`src/rtl/playback_sequencer.sv`:
```
// Replays recorded key bits from memory, one step per TICK_MAX+2 clocks.
// Supports start/stop/pause/loop and aborts when the recording goes away.
module playback_sequencer #(
   parameter int          TICK_MAX  = 12500000,
   parameter logic [7:0]  LAST_ADDR = 8'h80
) (
   input  logic       CLOCK_50,
   input  logic       reset,
   input  logic       start,
   input  logic       stop,
   input  logic       pause,
   input  logic       loop,
   input  logic       rec_done,
   input  logic [3:0] rd_data,
   output logic [7:0] rd_addr,
   output logic [3:0] note,
   output logic       note_valid,
   output logic       playing,
   output logic       finished
);

   typedef enum logic [2:0] {
      IDLE,
      ISSUE,
      CAPTURE,
      HOLD,
      DONE
   } state_t;

   localparam logic [23:0] TICK_LAST = 24'(TICK_MAX - 1);

   state_t      state_q, state_d;
   logic [7:0]  addr_q, addr_d;
   logic [23:0] cnt_q, cnt_d;
   logic [3:0]  note_q, note_d;
   logic        nv_q, nv_d;

   logic active;
   logic abort;
   logic go;
   logic tick_end;
   logic at_last;

   assign active   = (state_q == ISSUE) || (state_q == CAPTURE)
                  || (state_q == HOLD);
   assign abort    = (state_q != IDLE) && (stop || (active && !rec_done));
   assign go       = start && !stop && rec_done;
   assign tick_end = (cnt_q == TICK_LAST) && !pause;
   assign at_last  = (addr_q == LAST_ADDR);

   always_ff @(posedge CLOCK_50) begin
      if (reset) begin
         state_q <= IDLE;
         addr_q  <= '0;
         cnt_q   <= '0;
         note_q  <= '0;
         nv_q    <= 1'b0;
      end else begin
         state_q <= state_d;
         addr_q  <= addr_d;
         cnt_q   <= cnt_d;
         note_q  <= note_d;
         nv_q    <= nv_d;
      end
   end

   always_comb begin
      state_d = state_q;
      if (abort) begin
         state_d = IDLE;
      end else begin
         unique case (state_q)
            IDLE:    if (go) state_d = ISSUE;
            ISSUE:   state_d = CAPTURE;
            CAPTURE: state_d = HOLD;
            HOLD: begin
               if (tick_end) begin
                  state_d = (!at_last || loop) ? ISSUE : DONE;
               end
            end
            DONE:    if (go) state_d = ISSUE;
            default: state_d = IDLE;
         endcase
      end
   end

   always_comb begin
      addr_d = addr_q;
      cnt_d  = cnt_q;
      note_d = note_q;
      nv_d   = 1'b0;
      if (abort) begin
         addr_d = '0;
         cnt_d  = '0;
         note_d = '0;
      end else begin
         unique case (state_q)
            IDLE, DONE: begin
               if (go) begin
                  addr_d = '0;
                  cnt_d  = '0;
               end
            end
            CAPTURE: begin
               note_d = rd_data;
               nv_d   = 1'b1;
               cnt_d  = '0;
            end
            HOLD: begin
               if (tick_end) begin
                  cnt_d = '0;
                  if (!at_last) begin
                     addr_d = addr_q + 8'd1;
                  end else if (loop) begin
                     addr_d = '0;
                  end else begin
                     note_d = '0;
                  end
               end else if (!pause) begin
                  cnt_d = cnt_q + 24'd1;
               end
            end
            default: ;
         endcase
      end
   end

   always_comb begin
      playing  = active;
      finished = (state_q == DONE);
   end

   assign rd_addr    = addr_q;
   assign note       = note_q;
   assign note_valid = nv_q;

endmodule

```
`config.mk`:
```
export PLATFORM = sky130hd
export DESIGN_NAME = playback_sequencer
export DESIGN_NICKNAME = d
export VERILOG_FILES = /design/src/rtl/playback_sequencer.sv
export SDC_FILE = /design/constraint.sdc
export NUM_CORES = 1
export LEC_CHECK = 0
export BUFFER_PORTS_ARGS = -buffer_cell sky130_fd_sc_hd__buf_4
export CAP_MARGIN = 20
export CELL_PAD_IN_SITES_DETAIL_PLACEMENT = 1
export CELL_PAD_IN_SITES_GLOBAL_PLACEMENT = 1
export CORE_MARGIN = 10
export CORE_UTILIZATION = 39
export DETAILED_ROUTE_END_ITERATION = 10
export GPL_TIMING_DRIVEN = 0
export PLACE_DENSITY_LB_ADDON = 0.1
export SLEW_MARGIN = 25
export SYNTH_ARGS = -nofsm -noshare
export SYNTH_HDL_FRONTEND = slang
export SYNTH_SLANG_ARGS = --single-unit
export TNS_END_PERCENT = 20
```
`constraint.sdc`:
```
create_clock -name CLOCK_50 -period 2.05 [get_ports CLOCK_50]
set_clock_uncertainty 0.1 [all_clocks]
set_input_delay 0.3075 -clock CLOCK_50 [delete_from_list [all_inputs] [get_ports CLOCK_50]]
set_output_delay 0.3075 -clock CLOCK_50 [all_outputs]
set_load 0.02 [all_outputs]
```
# [After elaboration in Yosys (flattened, before gate mapping)]
# Index checks and enable logic that the tools add are counted.
[totals] register_bits=40 latchBits=0 ramBits=0 mem_bits_ro=0 input_bits=11 out_inout_bits=15 word_cells=61 mem_count=0
[op_classes] addsub=2 mul=0 div=0 n_lt_le_gt_ge=0 n_eq_ne=12 n_shift=0 n_mux=18 n_bitwise=0 n_reduce_logical=24
[ops] op="$mux W24" count=3
[ops] op="$pmux W24 S3" count=1
[ops] op="$mux W8" count=4
[ops] op="$add A24 B1 Y24 const B" count=1
[ops] op="$eq A24 B24 Y1 const B" count=1
[ops] op="$pmux W8 S2" count=1
[ops] op="$mux W4" count=3
[ops] op="$pmux W3 S4" count=1
[ops] op="$mux W3" count=3
[ops] op="$add A8 B1 Y8 const B" count=1
[ops] op="$eq A8 B8 Y1 const B" count=1
[ops] op="$pmux W4 S2" count=1
[ops] op="$reduce_and A4 Y1" count=2
[ops] op="$eq A3 B2 Y1 const B" count=2
[ops] op="$ne A2 B2 Y1 const B" count=3
[ops] op="$ne A3 B3 Y1 const B" count=2
[ops] op="$reduce_bool A3 Y1" count=2
[ops] op="$logic_and A1 B1 Y1" count=5
[ops] op="$logic_not A1 Y1" count=4
[ops] op="$logic_or A1 B1 Y1" count=4
[ops] op="$reduce_bool A2 Y1" count=2
[ops] op="$reduce_or A2 Y1" count=2
[ops] op="$eq A3 B1 Y1 const B" count=1
[ops] op="$eq A3 B3 Y1 const B" count=1
[ops] op="5 further kinds" count=5

# [Depth between registers and ports, before layout]
# Gate-level depths: netlist (run 1).
[depth] ltp_word=7 ltp_mapped=7 ltp_nobuf=7

# [Worst setup path after synthesis (run 1)]
# OpenSTA, ideal clock, no wires.
[synth_timing] path_kind="flip-flop to flip-flop" from="register cnt_q[0]" to="register state_q[2]" setup_ns=0.070 arrival_ns=2.009 required_time_ns=1.880 slack_ns=-0.128 stages_incl_launch_ff=8 n_path_buf=1 period_less_slack_ns=2.178 path_cell_list="dfxtp_1 > ha_1 > nand4_4 > or3_4 > o21ba_1 > buf_6 > or4b_1 > a21oi_1"
[synth_between] elab_chain_cells=4
[synth_rtl] item="from (decl)" line="34" rtl="logic [23:0] cnt_q, cnt_d;"
[synth_rtl] item="from (signal assigned)" line="61" rtl="cnt_q <= cnt_d;"
[synth_rtl] item="$eq A24 B24 Y1" line="48" rtl="assign tick_end = (cnt_q == TICK_LAST) && !pause;"
[synth_rtl] item="$logic_and A1 B1 Y1" line="48"
[synth_rtl] item="$ne A2 B2 Y1 (no line)"
[synth_rtl] item="$reduce_and A2 Y1 (no line)"
[synth_rtl] item="to (signal assigned)" line="59" rtl="state_q <= state_d;"
[synth_rtl] item="to (decl)" line="32" rtl="state_t state_q, state_d;"
# No other way between the ends.
# A chain may end at the register's enable or synchronous reset.

# [Final worst setup path (run 1)]
[layout_timing] from="register cnt_q[3]" to="register state_q[2]"
# Same word-level chain as after synthesis.

==> results of run 1 <==
[through the flow]
stage | instances | instance area [um^2] | total power [mW] | utilization
6_report | 352 | 2750 | 2.31 | 0.537
5_1_grt | 352 | 2750 | 2.44 | 0.537
4_1_cts | 349 | 2610 | 2.28 | 0.511
3_5_place_dp | 329 | 2340 | 1.54 | 0.458
3_3_place_gp | 329 | 2340 | 1.54 | 0.458
2_1_floorplan | 234 | 2060 | 1.31 | -
[registers in the layout, indices dropped and copies added (netlist names)]
signal / count
cnt_q: 24
note: 4
note_valid: 1
rd_addr: 8
state_q: 3
[kinds of logic after synthesis]
group,Yosys count,share of synthesized area
compound gates,38,0.128
xor+xnor,21,0.0899
flops,40,0.391
buf+inv,13,0.0367
simple gates,119,0.336
fa+ha+maj,3,0.0183
[cell type report]
cell class / instances / area share
multi-input cells: 181 / 0.484
flip-flops and latches: 40 / 0.297
clock buffers: 7 / 0.0351
repair buffers: 42 / 0.116
inverters: 4 / 0.00547
plain buffers: 8 / 0.0305
well taps: 70 / 0.0319
[metal layers]
layer  global-route usage  part of all wire  vias to the layer above
li1                     -                 -                      957
met1                0.170              0.45                      916
met2                0.226              0.49                       30
met3               0.0363             0.044                        7
met4               0.0463             0.013                        0
met5                    0                 0                        -
[path summary, 6_finish.rpt]
check	endpoint	start	slack (ns)	cells after the start
hold reg to reg	note[0]	note[0]	0.39	1
setup reg to reg	state_q[2]	cnt_q[3]	0.05	5
setup / recovery	state_q[2]	cnt_q[3]	0.05	5
hold / removal	note[0]	rd_data[0]	0.13	2
[power by group]
part,switching (mW),internal [mW]
clock network,0.275,0.300
logic,0.499,0.375
registers,0.0373,0.824
[worst max-delay path, stage by stage, from the launching register on]
cell and delay, ns:
dfxtp_1 0.45, nand2_1 0.09, or3_4 0.42, o21ba_4 0.23, or4b_4 0.51, a21oi_2 0.14
[layout by cell type, fill, tap and decap left out, types with 3 or more instances in the layout]
master	n
buf_4	42
nor2_2	3
clkbuf_8	9
and2_1	3
inv_1	4
nor4_2	3
nor4_4	3
dfxtp_1	32
nand4_1	11
a22o_1	4
a21oi_1	8
nor2_1	27
xor2_1	19
nand3_1	17
buf_6	4
and4_2	3
dfxtp_2	6
and3_1	6
or3_1	4
nand2b_1	3
nand2_1	15
a31oi_1	7
[timing repair]
action,CTS,global route
buffers inserted,14,3
gates resized for setup,20,30
pin swaps,9,9
setup endpoints to repair,37,37
==> metrics.cfg, run 1 <==
[timing]
fmax_ghz = 0.499
hold-worst-slack_ns = 0.127
period_minus_slack_ns = 2.00
fin_ws_ns = 0.0472
maxSlewHeadroom = 0.672
fin_tns_setup_ns = 0
worst_pin_slew_ns = 0.488
period_share = 0.977
grt_setup_unrepaired = yes
hold_violations = 0
slew_viol_final = 0
setup-violations-final = 0

[synth]
synth_cell_type_count = 49
synth_edf_count = 0
syn_inst = 234
synth.most_common_cell = dfxtp_1
syn-cell-area_um2 = 2050
syn_nets = 248
synth_common_cells = dfxtp_1, nor2_1, xor2_1
ys_async_sr_fraction = 0
ys.warnings.count = 0
synth_area_leaders = dfxtp_1, xor2_1, nor2_1
synth_seq_area_share = 0.391
yosys_register_bits = 40
synth_top_flop_cell = dfxtp_1
syn_avg_cell_area_um2 = 8.75
yosys.area.top_type = dfxtp_1
yosys.area.top_type_share = 0.391

[worst_setup_path]
worstPathRequired_ns = 2.18
cp-end-kind = flip-flop
start_kind = flip-flop
criticalPathCategory = flip-flop to flip-flop
worst-path-max-fanout = 6
cp.arrival_ns = 2.13

[floorplanning]
die_area_um2 = 8550
start_util = 0.401
dieWidth_um = 92.4
die_h_um = 92.4
io_pins = 26
core_area_um2 = 5110
rows = 26

[grt]
grt_max_degree = 12
grt_antenna_before_repair = 0
first_global_vias = 1939
grt_pass1_wl_um = 9770
gr-total-overflow = 0
grtUsageTotal = 0.138

[final_layout]
drive_gt1_frac = 0.344
num_antenna_cells = 0
multi_input_area_um2 = 1330
area_growth_pct = 34.1
ff_latch_area_um2 = 816
nets = 296
nFillCells = 615

[placed_design]
place_congestion = 0.798
port_buffers = 25
post-place-ws_ns = -0.447
hpwl_um = 3890

[route]
drt_iter0_drc = 61
route.detailed.drc = 0
avgViaCountPerCell = 5.43
vias = 1910
ant_nets = 0
post_drt_wl_per_cell_um = 16.3
first_pass_iters = 4
finalWirelength_um = 5740

[clock_tree]
cts.clk_slew.worst_paths_ns = 0.07
cts_tree = built
htreeDepth = 2
clock_sinks = 40
cts_buffers = 5
postCtsHoldBufs = 0
cts_max_path_buffers = 2
clock_tree.root_cell = clkbuf_8
worstSkewPairLatency_ns = 0.30

[worst_hold_path]
hold_path_class = input pin to flip-flop

[job]
maxCapViolCount = 0

[power]
peakVddDrop_uv = 372
p_leak_nw = 1.05
powerDensity_nw_per_um2 = 842

[outcome]
status = complete, no violations

No activity file was read; power rests on OpenSTA's default activity.
==> run 2: changes to the inputs <==
==> constraint.sdc (replaced) <==
create_clock -name CLOCK_50 -period 2.05 [get_ports CLOCK_50]
set_clock_uncertainty 0.1 [all_clocks]
set_input_delay 0.1025 -clock CLOCK_50 [delete_from_list [all_inputs] [get_ports CLOCK_50]]
set_output_delay 0.1025 -clock CLOCK_50 [all_outputs]
set_load 0.02 [all_outputs]
==> run 2 against run 1 <==
  * Count of clock-buffer cells in the layout stayed put
  * Combinational power is 1% higher
  * Sequential share of layout area is 0.43 points lower
  * Utilization is 0.78 points higher
  * Sequential power hardly changed
==> metrics.cfg, run 2 (synthesis results as in run 1) <==
[outcome]
status = complete, no violations

[route]
finalWirelength_um = 5930  ; +3.3%
ant_nets = 0  ; unchanged
avgViaCountPerCell = 5.40  ; -0.45%
post_drt_wl_per_cell_um = 16.7  ; +2.2%
drt_iter0_drc = 68  ; +11%
vias = 1923  ; +0.68%
first_pass_iters = 4  ; unchanged
route.detailed.drc = 0  ; unchanged

[grt]
grt_max_degree = 12  ; unchanged
first_global_vias = 1962  ; +1.2%
gr-total-overflow = 0  ; unchanged
grt_pass1_wl_um = 9840  ; +0.71%
grtUsageTotal = 0.139  ; +0.00117
grt_antenna_before_repair = 0  ; unchanged

[floorplanning]
rows = 26  ; unchanged
dieWidth_um = 92.4  ; unchanged
die_area_um2 = 8550  ; unchanged
core_area_um2 = 5110  ; unchanged
die_h_um = 92.4  ; unchanged
start_util = 0.401  ; unchanged
io_pins = 26  ; unchanged

[worst_hold_path]
hold_path_class = input pin to flip-flop

[placed_design]
place_congestion = 0.798  ; unchanged
hpwl_um = 3890  ; unchanged
placed_cell_area_um2 = 2340  ; unchanged
port_buffers = 25  ; unchanged
placed_cells = 329  ; unchanged

[timing]
hold_violations = 0  ; unchanged
setup-violations-final = 0  ; unchanged
maxSlewHeadroom = 0.686  ; +0.0145
grt_setup_unrepaired = yes
period_minus_slack_ns = 2.00  ; -0.00477 ns
period_share = 0.975  ; -0.00233
slew_viol_final = 0  ; unchanged
hold-worst-slack_ns = 0.132  ; +0.00546 ns
fmax_ghz = 0.501  ; +0.24%
worst_pin_slew_ns = 0.467  ; -0.0216 ns

[final_layout]
nets = 300  ; +1.4%
layout_common_cells = buf_4, dfxtp_1, nor2_1
regMostFlops = cnt_q
drive_gt1_frac = 0.339  ; -0.00481
area_growth_pct = 36.1
instances_no_fill = 356  ; +1.1%
largest_reg_flops = 24  ; unchanged
design_area_um2 = 2790  ; +1.5%
num_antenna_cells = 0  ; unchanged
final_common_cell = buf_4

[clock_tree]
worstSkewPairLatency_ns = 0.30  ; about the same
cts_tree = built
clock_sinks = 40  ; unchanged
htreeDepth = 2  ; unchanged
clock_tree.root_cell = clkbuf_8
cts.clk_slew.worst_paths_ns = 0.08  ; about the same
cts_max_path_buffers = 2  ; unchanged
cts_buffers = 5  ; unchanged

[power]
powerDensity_nw_per_um2 = 833  ; -1.0%
pwr-share-clk = 0.248  ; about the same
seq_power_share = 0.372  ; about the same
p_comb_frac = 0.381  ; +0.003
p_total_mw = 2.32  ; +0.42%
peakVddDrop_uv = 372  ; about the same
p_int_mw = 1.50  ; +0.33%
net-switching-power_mw = 0.816  ; +0.59%
switching_share = 0.352  ; +0.000593
p_leak_nw = 1.07  ; +1.6%

[worst_setup_path]
critPathSlowestCell = or4b_4
start_kind = flip-flop
crit_buf_inv = 0  ; unchanged
worstPathRequired_ns = 2.18  ; about the same
critical_path.cell_chain = nand2_1 > or3_4 > o21ba_4 > or4b_4 > a21oi_2
crit_family = simple AND/OR/NAND/NOR gates
cp-end-kind = flip-flop
cp.arrival_ns = 2.13  ; about the same
cpPeakStageDelay_ns = 0.51  ; about the same
criticalPathCategory = flip-flop to flip-flop
worst-path-max-fanout = 6  ; unchanged

[job]
maxCapViolCount = 0  ; unchanged

run 2: cell types whose count changed in the layout (fill, tap and decap cells not counted), sizes merged:
cell / before / now
dlygate4sd3: 0 / 4
run 2: power groups by stage:
stage | logic (mW) | clock network (mW) | registers [mW]
floorplan | 0.407 | 0 | 0.901
global placement | 0.667 | 0 | 0.877
detailed placement | 0.665 | 0 | 0.878
CTS | 0.839 | 0.588 | 0.857
global route | 0.959 | 0.622 | 0.870
finish | 0.883 | 0.575 | 0.862
run 2: tightest hold or removal path, cell delays in order:
cell,delay [ns]
buf_4,0.09
o31ai_1,0.12
o211ai_1,0.10
o31ai_1,0.07
run 2: path summary, 6_finish.rpt:
kind | startpoint | end | slack (ns) | depth (start not counted)
max | cnt_q[3] | state_q[2] | 0.05 | 5
min | stop | rd_addr[1] | 0.13 | 4
max reg2reg | cnt_q[3] | state_q[2] | 0.05 | 5
min reg2reg | note[0] | note[0] | 0.39 | 1
run 2: through the flow:
stage          TNS (ns)  utilization  worst slack, ns
5_1_grt          -0.216        0.545          -0.0496
4_1_cts          -0.203        0.519          -0.0548
3_3_place_gp      -9.65        0.458           -0.436
3_5_place_dp      -9.37        0.458           -0.426
6_report              0        0.545           0.0520
2_1_floorplan   -0.0191            -          -0.0191
run 2: layer usage:
layer / routed length [um] / GRT usage / vias up
li1: - / - / 963
met1: 2660 / 0.171 / 919
met2: 2890 / 0.229 / 32
met3: 282 / 0.0371 / 9
met4: 100 / 0.0463 / 0
met5: 0 / 0 / -
run 2: layout make-up:
type                       instances  area [um^2]
buffer                             8         83.8
tap                               70         87.6
sequential                        40          816
clock buffer                       7         96.3
fill                             611         2320
inverter                           4         15.0
multi-input combinational        181         1330
timing repair buffer              46          359
run 2: what timing repair did:
action                                  4_1_cts  5_1_grt
hold buffers                                  4        0
setup buffers                                14        3
resized for setup                            20       30
pin swaps                                     9        9
endpoints found under the setup margin       37       36
endpoints found under the hold margin         4        0
==> run 3: changes to the inputs <==
--- a/config.mk
+++ b/config.mk
@@ -10,10 +10,12 @@
 export CELL_PAD_IN_SITES_DETAIL_PLACEMENT = 1
 export CELL_PAD_IN_SITES_GLOBAL_PLACEMENT = 1
 export CORE_MARGIN = 10
-export CORE_UTILIZATION = 39
+export CORE_UTILIZATION = 41
+export CTS_BUF_LIST = sky130_fd_sc_hd__clkbuf_8
 export DETAILED_ROUTE_END_ITERATION = 10
 export GPL_TIMING_DRIVEN = 0
 export PLACE_DENSITY_LB_ADDON = 0.1
+export SETUP_SLACK_MARGIN = 0.05
 export SLEW_MARGIN = 25
 export SYNTH_ARGS = -nofsm -noshare
 export SYNTH_HDL_FRONTEND = slang
==> run 3 against run 2 <==
  * The run now ends with setup timing left
  * Critical path depth grew 1
  * Sequential power up 0.5%
  * Sequential share of layout area fell by 0.45 points
  * Wire length grew 5.2%
  * Critical path type unchanged
  * Worst hold slack improved by 0.034 ns
  * Final cell count unchanged
  * Fmax decreased by 3.9%
  * Global-route usage rose by 0.43 points
  * Worst setup slack lost 0.080 ns
  * Via count increased by 3.7%
  * Largest power group unchanged
  * Cell area up 1.3%
  * Count of clock-buffer cells in the layout decreased by 1
==> metrics.cfg, run 3 (synthesis results as in run 1) <==
[final_layout]
regMostFlops = cnt_q
final_common_cell = buf_4
nets = 302  ; +0.67%
nFillCells = 567  ; -7.2%
area_growth_pct = 37.8
fin_util = 0.589  ; +0.0440
largest_reg_flops = 24  ; unchanged
layout_common_cells = buf_4, dfxtp_1, nor2_1
drive_gt1_frac = 0.346  ; +0.00686
num_antenna_cells = 0  ; unchanged

[grt]
grtUsageMet1 = 0.167  ; -0.00409
grt_use_met2 = 0.248  ; +0.0188
top_usage_layer = met2
first_global_vias = 2038  ; +3.9%
grt_util_met3 = 0.0333  ; -0.00388
grt_max_degree = 13  ; +1
gr-total-overflow = 0  ; unchanged
grt_pass1_wl_um = 9900  ; +0.63%
grtUsageTotal = 0.143  ; +0.00431
grt_antenna_before_repair = 0  ; unchanged

[worst_setup_path]
crit_buf_inv = 0  ; unchanged
criticalPathCategory = flip-flop to flip-flop
critPathSlowestCell = or4b_4
start_kind = flip-flop
cpPeakStageDelay_ns = 0.52  ; about the same
critical_path.cell_chain = ha_4 > nand4_4 > or3_4 > o21ba_4 > or4b_4 > a21oi_2
crit_family = simple AND/OR/NAND/NOR gates
worstPathRequired_ns = 2.18  ; about the same
cp.arrival_ns = 2.21  ; +0.08 ns
worst-path-max-fanout = 4  ; -2
cp-end-kind = flip-flop

[clock_tree]
worstSkewPairLatency_ns = 0.29  ; about the same
cts_buffers = 5  ; unchanged
clock_sinks = 40  ; unchanged
htreeDepth = 2  ; unchanged
cts_tree = built
clock_tree.root_cell = clkbuf_8
cts_max_path_buffers = 2  ; unchanged
cts.clk_slew.worst_paths_ns = 0.08  ; about the same

[route]
route.detailed.drc = 0  ; unchanged
drt_iter0_drc = 77  ; +13%
avgViaCountPerCell = 5.60  ; +3.7%
ant_nets = 0  ; unchanged
first_pass_iters = 4  ; unchanged
vias = 1995  ; +3.7%
finalWirelength_um = 6240  ; +5.2%
post_drt_wl_per_cell_um = 17.5  ; +5.2%

[worst_hold_path]
hold_path_class = input pin to flip-flop

[outcome]
status = finished, violations left
violations = setup timing

[placed_design]
place_congestion = 0.845  ; +6.0%
post-place-ws_ns = -0.438  ; -0.0122 ns
hpwl_um = 3930  ; +0.98%
port_buffers = 25  ; unchanged

[timing]
maxSlewHeadroom = 0.648  ; -0.0380
period_minus_slack_ns = 2.08  ; +0.0800 ns
fmax_ghz = 0.481  ; -3.9%
setup-violations-final = 1  ; +1
hold_violations = 0  ; unchanged
fin_ws_ns = -0.0280  ; -0.0800 ns
grt_setup_unrepaired = yes
period_share = 1.01  ; +0.0390
slew_viol_final = 0  ; unchanged
worst_pin_slew_ns = 0.523  ; +0.0565 ns

[floorplanning]
io_pins = 26  ; unchanged
die_h_um = 90.7  ; -1.9%
rows = 25  ; -3.8%
core_area_um2 = 4790  ; -6.3%
die_area_um2 = 8220  ; -3.8%
dieWidth_um = 90.7  ; -1.9%
start_util = 0.428  ; +0.0269

[power]
p_leak_nw = 1.09  ; +2.5%
peakVddDrop_uv = 393  ; +5.5%
powerDensity_nw_per_um2 = 845  ; +1.4%
p_total_mw = 2.38  ; +2.7%

[job]
maxCapViolCount = 0  ; unchanged

[run 3: layout make-up]
| cell class | count | area [um^2] | area share |
|---|---|---|---|
| Buffer | 8 | 82.6 | 0.0293 |
| Clock buffer | 6 | 82.6 | 0.0293 |
| Clock inverter | 2 | 10.0 | 0.00355 |
| Inverter | 4 | 15.0 | 0.00532 |
| Multi-Input combinational cell | 181 | 1350 | 0.477 |
| Sequential cell | 40 | 813 | 0.288 |
| Tap cell | 67 | 83.8 | 0.0297 |
| Timing Repair Buffer | 48 | 387 | 0.137 |
[run 3: worst paths after layout]
path	startpoint	end	slack, ns	cells past startpoint
max reg2reg	cnt_q[0]	state_q[2]	-0.03	6
max	cnt_q[0]	state_q[2]	-0.03	6
min	stop	rd_addr[1]	0.17	4
min reg2reg	note[2]	note[2]	0.39	1
[run 3: stage by stage]
step,hold WS (ns),instance area [um^2],std cells,TNS (ns)
2_1_floorplan,0.128,2060,234,-0.0191
3_3_place_gp,0.211,2330,326,-8.15
3_5_place_dp,0.216,2330,326,-9.41
4_1_cts,0.128,2620,345,-0.306
5_1_grt,0.178,2820,356,-0.512
6_report,0.166,2820,356,-0.0280
[run 3: where the power goes]
group	switching, mW	internal, mW	leakage [nW]
logic	0.536	0.429	0.715
clock network	0.283	0.269	0.0510
registers	0.0417	0.824	0.326
[run 3: per-layer routing]
layer	vias up	wire length [um]	share of wire
li1	971	-	-
met1	973	2760	0.44
met2	39	3150	0.50
met3	12	207	0.033
met4	0	127	0.020
met5	-	0	0
[run 3: tightest hold or removal path: stages]
cell      delay, ns
buf_4          0.10
o31ai_1        0.13
o211ai_1       0.11
o31ai_1        0.07
[run 3: timing repair]
item / 4_1_cts / 5_1_grt
gates cloned: 0 / 0
hold endpoints to repair: 4 / 0
pin swaps: 6 / 14
resized for setup: 24 / 27
setup buffers: 8 / 11
hold buffers: 4 / 0
setup endpoints to repair: 37 / 37
